--- src/rtl/rand_pkg.sv ---
// Shared types and constants for the bounded random-number consumer.
package rand_pkg;
  localparam int LFSR_W = 32;

  typedef enum logic [1:0] {
    IDLE = 2'd0,
    DRAW = 2'd1,
    HOLD = 2'd2
  } state_e;
endpackage

--- src/rtl/rand_mask_gen.sv ---
// Smallest 2^k-1 covering bound-1 (bit-smear); bound 0 and 1 both give 0.
// Combinational, no backpressure.
module rand_mask_gen #(
  parameter int W = 8
) (
  input  logic [W-1:0] bound_i,
  output logic [W-1:0] mask_o
);
  logic [W-1:0] smear;

  always_comb begin
    smear = bound_i - W'(1);
    // Bound 0 would wrap to all-ones; it must collapse to a zero mask.
    if (bound_i == '0) smear = '0;
    for (int i = 1; i < W; i = i * 2) begin
      smear = smear | (smear >> i);
    end
    mask_o = smear;
  end
endmodule

--- src/rtl/rand_bounded.sv ---
// Uniform integers in [0, bound) from LFSR state by masked rejection sampling.
// Result 2..MAX_TRY+1 cycles after request; held until rnd_ready_i, one request in flight.
module rand_bounded
  import rand_pkg::*;
#(
  parameter int W       = 8,
  parameter int TAP_OFS = 0,
  parameter int MAX_TRY = 4
) (
  input  logic              clk_i,
  input  logic              reset_i,
  input  logic [LFSR_W-1:0] lfsr_state_i,
  input  logic              req_valid_i,
  output logic              req_ready_o,
  input  logic [W-1:0]      bound_i,
  output logic              rnd_valid_o,
  input  logic              rnd_ready_i,
  output logic [W-1:0]      rnd_data_o
);
  localparam int TW = $clog2(MAX_TRY) + 1;
  localparam logic [TW-1:0] LAST_TRY = TW'(MAX_TRY - 1);

  state_e        state_q;
  logic [TW-1:0] try_q;
  logic [W-1:0]  bound_q;
  logic [W-1:0]  mask_q;
  logic [W-1:0]  data_q;
  logic          valid_q;

  logic [W-1:0]  mask_d;
  logic [W-1:0]  sample;
  logic          accept;
  logic          unused_lfsr;

  rand_mask_gen #(.W(W)) u_mask (
    .bound_i (bound_i),
    .mask_o  (mask_d)
  );

  assign sample = lfsr_state_i[TAP_OFS +: W] & mask_q;
  // Bound 0 always yields 0 on the first draw, never via the fallback.
  assign accept = (sample < bound_q) || (bound_q == '0);
  assign unused_lfsr = ^lfsr_state_i;

  always_ff @(posedge clk_i or posedge reset_i) begin
    if (reset_i) begin
      state_q <= IDLE;
      try_q   <= '0;
      bound_q <= '0;
      mask_q  <= '0;
      data_q  <= '0;
      valid_q <= 1'b0;
    end else begin
      case (state_q)
        IDLE: begin
          if (req_valid_i) begin
            bound_q <= bound_i;
            mask_q  <= mask_d;
            try_q   <= '0;
            state_q <= DRAW;
          end
        end
        DRAW: begin
          if (accept) begin
            data_q  <= sample;
            valid_q <= 1'b1;
            state_q <= HOLD;
          end else if (try_q == LAST_TRY) begin
            // sample <= mask < 2*bound, so one subtraction lands in range.
            data_q  <= sample - bound_q;
            valid_q <= 1'b1;
            state_q <= HOLD;
          end else begin
            try_q <= try_q + TW'(1);
          end
        end
        HOLD: begin
          if (rnd_ready_i) begin
            valid_q <= 1'b0;
            state_q <= IDLE;
          end
        end
        default: begin
          valid_q <= 1'b0;
          state_q <= IDLE;
        end
      endcase
    end
  end

  assign req_ready_o = (state_q == IDLE) && !reset_i;
  assign rnd_valid_o = valid_q;
  assign rnd_data_o  = data_q;
endmodule

--- config.mk ---
export PLATFORM = sky130hd
export DESIGN_NAME = rand_bounded
export DESIGN_NICKNAME = d
export VERILOG_FILES = /design/src/rtl/rand_pkg.sv /design/src/rtl/rand_mask_gen.sv /design/src/rtl/rand_bounded.sv
export SDC_FILE = /design/constraint.sdc
export NUM_CORES = 1
export LEC_CHECK = 0
export ABC_AREA = 1
export BUFFER_PORTS_ARGS = -buffer_cell sky130_fd_sc_hd__buf_4
export CORE_ASPECT_RATIO = 2
export CORE_MARGIN = 2
export CORE_UTILIZATION = 30
export CTS_CLUSTER_SIZE = 12
export DETAILED_ROUTE_END_ITERATION = 7
export PLACE_DENSITY = 0.6
export SYNTH_ARGS = -nofsm -noshare
export SYNTH_HDL_FRONTEND = slang
export SYNTH_SLANG_ARGS = --single-unit
--- constraint.sdc ---
create_clock -name clk_i -period 2.77 [get_ports clk_i]
set_clock_uncertainty 0.05 [all_clocks]
set_input_delay 0.277 -clock clk_i [delete_from_list [all_inputs] [get_ports clk_i]]
set_output_delay 0.277 -clock clk_i [all_outputs]
set_load 0.05 [all_outputs]
* Word-level counts from Yosys, hierarchy flattened
Cells that the tools add are included.
W data, S select, Z words.
** Word-level totals
- Bits in registers :: 30
- Word-level logic and storage cells :: 52
- Input port bits :: 44
** Operators by class
- Reductions and logical operators :: 13
- Order comparisons :: 1
- Equality and inequality tests :: 8
- Add/subtract/negate cells :: 3
- Muxes and demuxes :: 16
- Bitwise operators :: 5
** Operators by type and width (count)
- $mux W8 :: 3
- $logic_not A8 Y1 :: 2
- $mux W3 :: 3
- $and A8 B8 Y8 :: 1
- $lt A8 B8 Y1 :: 1
- $mux W2 :: 4
- $ne A2 B2 Y1 const B :: 4
- $or A8 B4 Y8 :: 1
- $or A8 B6 Y8 :: 1
- $or A8 B7 Y8 :: 1
- $sub A8 B1 Y8 const B :: 1
- $sub A8 B8 Y8 :: 1
- $pmux W2 S3 :: 1
- $pmux W3 S2 :: 1
- $reduce_and A3 Y1 :: 2
- $reduce_and A2 Y1 :: 2
- $reduce_and A4 Y1 :: 1
- $reduce_bool A2 Y1 :: 2
- $add A3 B1 Y3 const B :: 1
- $eq A3 B2 Y1 const B :: 1
- $mux W1 :: 3
- $ne A3 B3 Y1 const B :: 1
- $pmux W1 S3 :: 1
- $eq A2 B1 Y1 const B :: 1
- other kinds (6) :: 6

* Longest topological paths before layout
- Depth after elaboration :: 5
- Mapped depth :: 14
- Mapped depth without buffers :: 14

* Cells and area by module
Synthesis repeated with hierarchy kept, for this count alone.
** Second synthesis, totals
- Cell total of the unflattened synthesis :: 305
- Area, all modules :: 2198.4 sq um
** Modules (own cells, without submodules)
- rand_bounded :: area an instance 1849.3 sq um, cells an instance 240, seq. area each 750.7 sq um, instances 1
- rand_mask_gen :: area an instance 349.1 sq um, cells an instance 65, seq. area each 0.0 sq um, instances 1

* Worst setup path after synthesis
No wires, ideal clock.
- Kind :: flip-flop to flip-flop
- Start point :: register bound_q[0]
- End point :: register data_q[2] (netlist: rnd_data_o[2])
- Clock period less this slack :: 1908 ps
- Cell stages (with the launch flop) :: 14
- Data arrival time :: 1741 ps
- Library setup time :: 118 ps
- Path slack :: 862 ps
- Cell sequence :: dfrtp_1 -> ha_1 -> fa_1 -> inv_1 -> nand3_1 -> nand2_1 -> nand2_1 -> nand2_2 -> nand2_2 -> buf_6 -> nand2_1 -> o21ai_2 -> nand2_1 -> nand2_1
** On the way
- Word-level cells in the longest chain between the ends :: 4
- Elaborated cells on any way between the ends :: 8
- Classes of those cells :: 1 x add/sub; 1 x order compare; 2 x mux; 4 x reduce/logical
** Ends and longest elaborated chain
- from (decl) :: RTL line rand_bounded.sv:25 : logic [W-1:0] bound_q;
- from (signal assigned) :: RTL line rand_bounded.sv:57 : bound_q <= bound_i;
- $lt A8 B8 Y1 / $logic_not A8 Y1 (equally long branches) :: RTL line rand_bounded.sv:42 : assign accept = (sample < bound_q) || (bound_q == '0);
- $logic_or A1 B1 Y1 :: RTL line rand_bounded.sv:42
- $reduce_bool A2 Y1 (no line)
- $reduce_and A2 Y1 (no line)
- to (signal assigned) :: RTL line rand_bounded.sv:65 : data_q <= sample;
- to (signal assigned) :: RTL line rand_bounded.sv:70 : data_q <= sample - bound_q;
- to (decl) :: RTL line rand_bounded.sv:27 : logic [W-1:0] data_q;
Several ways; a longest one is shown, not always the timed one. The select of a mux whose other input is x is not followed.
A chain may end at the register's enable or synchronous reset.

* Worst setup path in the final report
- Start point :: register mask_q[0]
- End point :: register data_q[7] (netlist: rnd_data_o[7])
** On the way
- Word-level cells in the longest chain between the ends :: 5
- Elaborated cells on any way between the ends :: 8
- Classes of those cells :: 1 x add/sub; 1 x order compare; 2 x mux; 1 x bitwise; 3 x reduce/logical
** Ends and longest elaborated chain
- from (decl) :: RTL line rand_bounded.sv:26 : logic [W-1:0] mask_q;
- from (signal assigned) :: RTL line rand_bounded.sv:58 : mask_q <= mask_d;
- $and A8 B8 Y8 * :: RTL line rand_bounded.sv:40 : assign sample = lfsr_state_i[TAP_OFS +: W] & mask_q;
- $lt A8 B8 Y1 :: RTL line rand_bounded.sv:42
- $logic_or A1 B1 Y1 :: RTL line rand_bounded.sv:42
- $reduce_bool A2 Y1 (no line)
- $reduce_and A2 Y1 (no line)
Mark *: on every way between the ends. The rest lies on a longest branch, timed or not. The select of a mux whose other input is x is not followed.

==> summary.txt <==
Run status
  – Outcome: completed

Floorplanning
  – Overall die area: 7580 sq um
  – Floorplan row count: 42
  – Die Wd: 62.6 um
  – Floorplan core area: 6620 sq um
  – Floorplan die height: 121 um
  – Num ports: 54
  – Initial core utilization: 31.1%

STA
  – Post-layout min period: 2.26 ns
  – Actual transition at the worst max-transition pin: 0.386 ns
  – Maximum frequency from static timing analysis: 0.442 GHz
  – Max-slew headroom at the worst pin: 74.2%
  – Fin. max-slew vios: 0
  – Setup TNS: 0 ns
  – Slack of the critical path: 0.507 ns
  – Unrepaired setup endpoints after global routing: false
  – Final hold violation count: 0
  – Total setup violations reported at the end of the flow: 0
  – Crit share post-route: 81.7%

Cells and area
  – Sequential cell area in the final layout: 751 sq um
  – Design Area, Final: 2530 sq um
  – Most used cells in the layout excluding fill and tap cells: 132 x sky130_fd_sc_hd__nand2_1, 52 x sky130_fd_sc_hd__inv_1, 32 x sky130_fd_sc_hd__buf_4
  – Area of combinational cells with multiple inputs: 1080 sq um
  – Proportion of layout cells with a drive suffix above 1: 14.4%
  – Total of fill cells in the finished design: 760
  – Fin cells: 436
  – Most common library cell in the layout ignoring fill and taps: sky130_fd_sc_hd__nand2_1
  – Number of antenna repair diodes: 0
  – Synthesis-to-finish area growth: 23.1%
  – Fin nets: 403

Worst setup path
  – Required time at the worst-slack endpoint: 2.94 ns
  – Critical Path Source Type: register
  – Crit path arrival time: 2.43 ns
  – Class of the most critical setup path: reg -> reg
  – CP Capture Type: register
  – Biggest fanout along the worst timing path: 12

Power and ir drop
  – Static Leakage: 0.00147 uW
  – Ratio of total power to cell area: 1190 nW/um^2
  – Peak VDD IR: 0.000557 V
  – Final total power: 3020 uW

Drt
  – Count of antenna-violating nets left after detailed routing: 0
  – Number of optimization iterations in the first detailed-route pass: 4
  – Average wire length per cell after detail routing: 10.9 um
  – Total Routed Length: 4.77 mm
  – Via count: 1944
  – Residual DRC count: 0
  – Ratio of routed vias to standard cells: 4.46
  – Iteration-0 DRC Markers: 45

GRT
  – Total track usage: 14.0%
  – Number of global-route vias before repair: 1899
  – Wire length of the first global-routing pass: 8.19 mm
  – Maximum number of pins on one net before global-route repair: 31
  – Final global-route overflow total: 0
  – Antenna violations before repair: 0

Synth
  – Netlist cell types: 27
  – Ranking of synthesized cells by area: sky130_fd_sc_hd__dfrtp_1 36%, sky130_fd_sc_hd__nand2_1 24%, sky130_fd_sc_hd__inv_1 9.5%
  – Synth Area per Inst: 6.60 sq um
  – Top-area cell type share of the netlist area: 36.5%
  – Syn Nets: 368
  – Synthesized instance count: 312
  – Count of warnings emitted by yosys: 0
  – Netlist area before placement: 2060 sq um
  – Flop and latch count out of synthesis: 30
  – Register area share after synthesis: 36.5%
  – Cell taking the most area after synthesis: sky130_fd_sc_hd__dfrtp_1

CTS
  – Clock Path Buffers: 2
  – Cts-stage hold buffer count: 0
  – Post_cts resized: 0
  – Clock buffer count from CTS: 5
  – Number of levels the H-tree was split into: 2
  – CTS root buf: sky130_fd_sc_hd__clkbuf_16
  – CTS clock-pin slew for the worst setup and hold paths: 0.05 ns
  – Number of buffers added for setup after CTS: 0
  – Clock network latency to the later pin of the worst-skew pair: 0.28 ns
  – CTS tree: yes
  – CTS sink count: 30

Placed design
  – Placed cell areas: 2380 sq um
  – RD Place Congestion: 0.851
  – Total instance count after detailed placement: 428
  – Port bufs: 29
  – Worst setup timing slack at the placement stage: 0.518 ns
  – HPWL after DPL: 3.97 mm

Flow run
  – Maximum Capacitance Violations: 0

Worst hold path
  – HP Class: in -> async
==> where the power goes <==
group / switching [uW] / internal [uW]
Sequential: 121 / 631
Combinational: 1120 / 600
Clock: 188 / 354
Total: 1430 / 1590
==> logic make-up (layout without fill, tap and decap cells) <==
group           count (synthesis)  after routing  synth area share, %
compound gates                 24             24                 6.86
xor+xnor                        3              3                 1.28
fa+ha+maj                      12             12                 7.65
buf+inv                        57             93                 10.9
flops                          30             30                 36.5
simple gates                  186            186                 36.8
==> Yosys cell counts (all sizes together) <==
master and count:
nor3 3, dfrtp 30, nor2 24, o21ai 15
xnor2 1, nand2 135, a31oi 2, clkinv 1
a21oi 4, nand3b 1, clkbuf 2, o31ai 1
inv 52, a22oi 2, nand3 19, fa 1
or2 1, ha 11, xor2 2, buf 2
nand4 3
==> metal layers <==
metal | track usage, % | part of all wire [%] | routed length [um]
met1 | 12.1 | 36 | 1740
met2 | 28.3 | 57 | 2730
met3 | 2.97 | 3.1 | 149
met4 | 7.78 | 3.1 | 148
met5 | 0 | 0 | 0
==> worst max-delay path, cell delays in order, from the launching register on <==
cell	delay (ns)
sky130_fd_sc_hd__dfrtp_1	0.38
sky130_fd_sc_hd__nand2_1	0.07
sky130_fd_sc_hd__ha_1	0.20
sky130_fd_sc_hd__fa_1	0.41
sky130_fd_sc_hd__inv_1	0.11
sky130_fd_sc_hd__nand3_1	0.09
sky130_fd_sc_hd__nand2_1	0.10
sky130_fd_sc_hd__nand2_1	0.07
sky130_fd_sc_hd__nand2_2	0.11
sky130_fd_sc_hd__nand2_2	0.17
sky130_fd_sc_hd__inv_1	0.21
sky130_fd_sc_hd__nand2_1	0.07
sky130_fd_sc_hd__nand2_1	0.06
sky130_fd_sc_hd__nand2_1	0.05
sky130_fd_sc_hd__nand2_1	0.06
==> final timing paths <==
kind,start,end,slack [ns],cells after the start
max,mask_q[0]$_DFFE_PP0P_,rnd_data_o[7]$_DFFE_PP0P_,0.51,14
min,reset_i,state_q[0]$_DFFE_PP0P_,0.04,3
max reg2reg,mask_q[0]$_DFFE_PP0P_,rnd_data_o[7]$_DFFE_PP0P_,0.51,14
min reg2reg,rnd_data_o[5]$_DFFE_PP0P_,rnd_data_o[5]$_DFFE_PP0P_,0.43,2
max in group asynchronous,reset_i,bound_q[6]$_DFFE_PP0P_,2.34,3
min in group clk_i,rnd_ready_i,state_q[1]$_DFFE_PP0P_,0.13,2
==> through the flow <==
step,hold WS [ns],utilization [%]
6_report,0.0400,38.3
2_1_floorplan,0.313,-
3_5_place_dp,0.345,36.0
3_3_place_gp,0.334,36.0
4_1_cts,0.0470,38.3
5_1_grt,0.0984,38.3
==> flip-flops by register name (all words and copies together) (netlist names) <==
| register | count |
|---|---|
| rnd_data_o | 8 |
| rnd_valid_o | 1 |
| mask_q | 8 |
| state_q | 2 |
| bound_q | 8 |
| try_q | 3 |
==> cell type report <==
class / count / area share (%)
clock inverter: 2 / 0.494
tap: 88 / 4.34
inverter: 53 / 7.85
sequential: 30 / 29.6
clock buffer: 6 / 5.48
timing repair buffer: 32 / 9.48
multi-input combinational: 225 / 42.7
No activity file was read; power rests on OpenSTA's default activity.
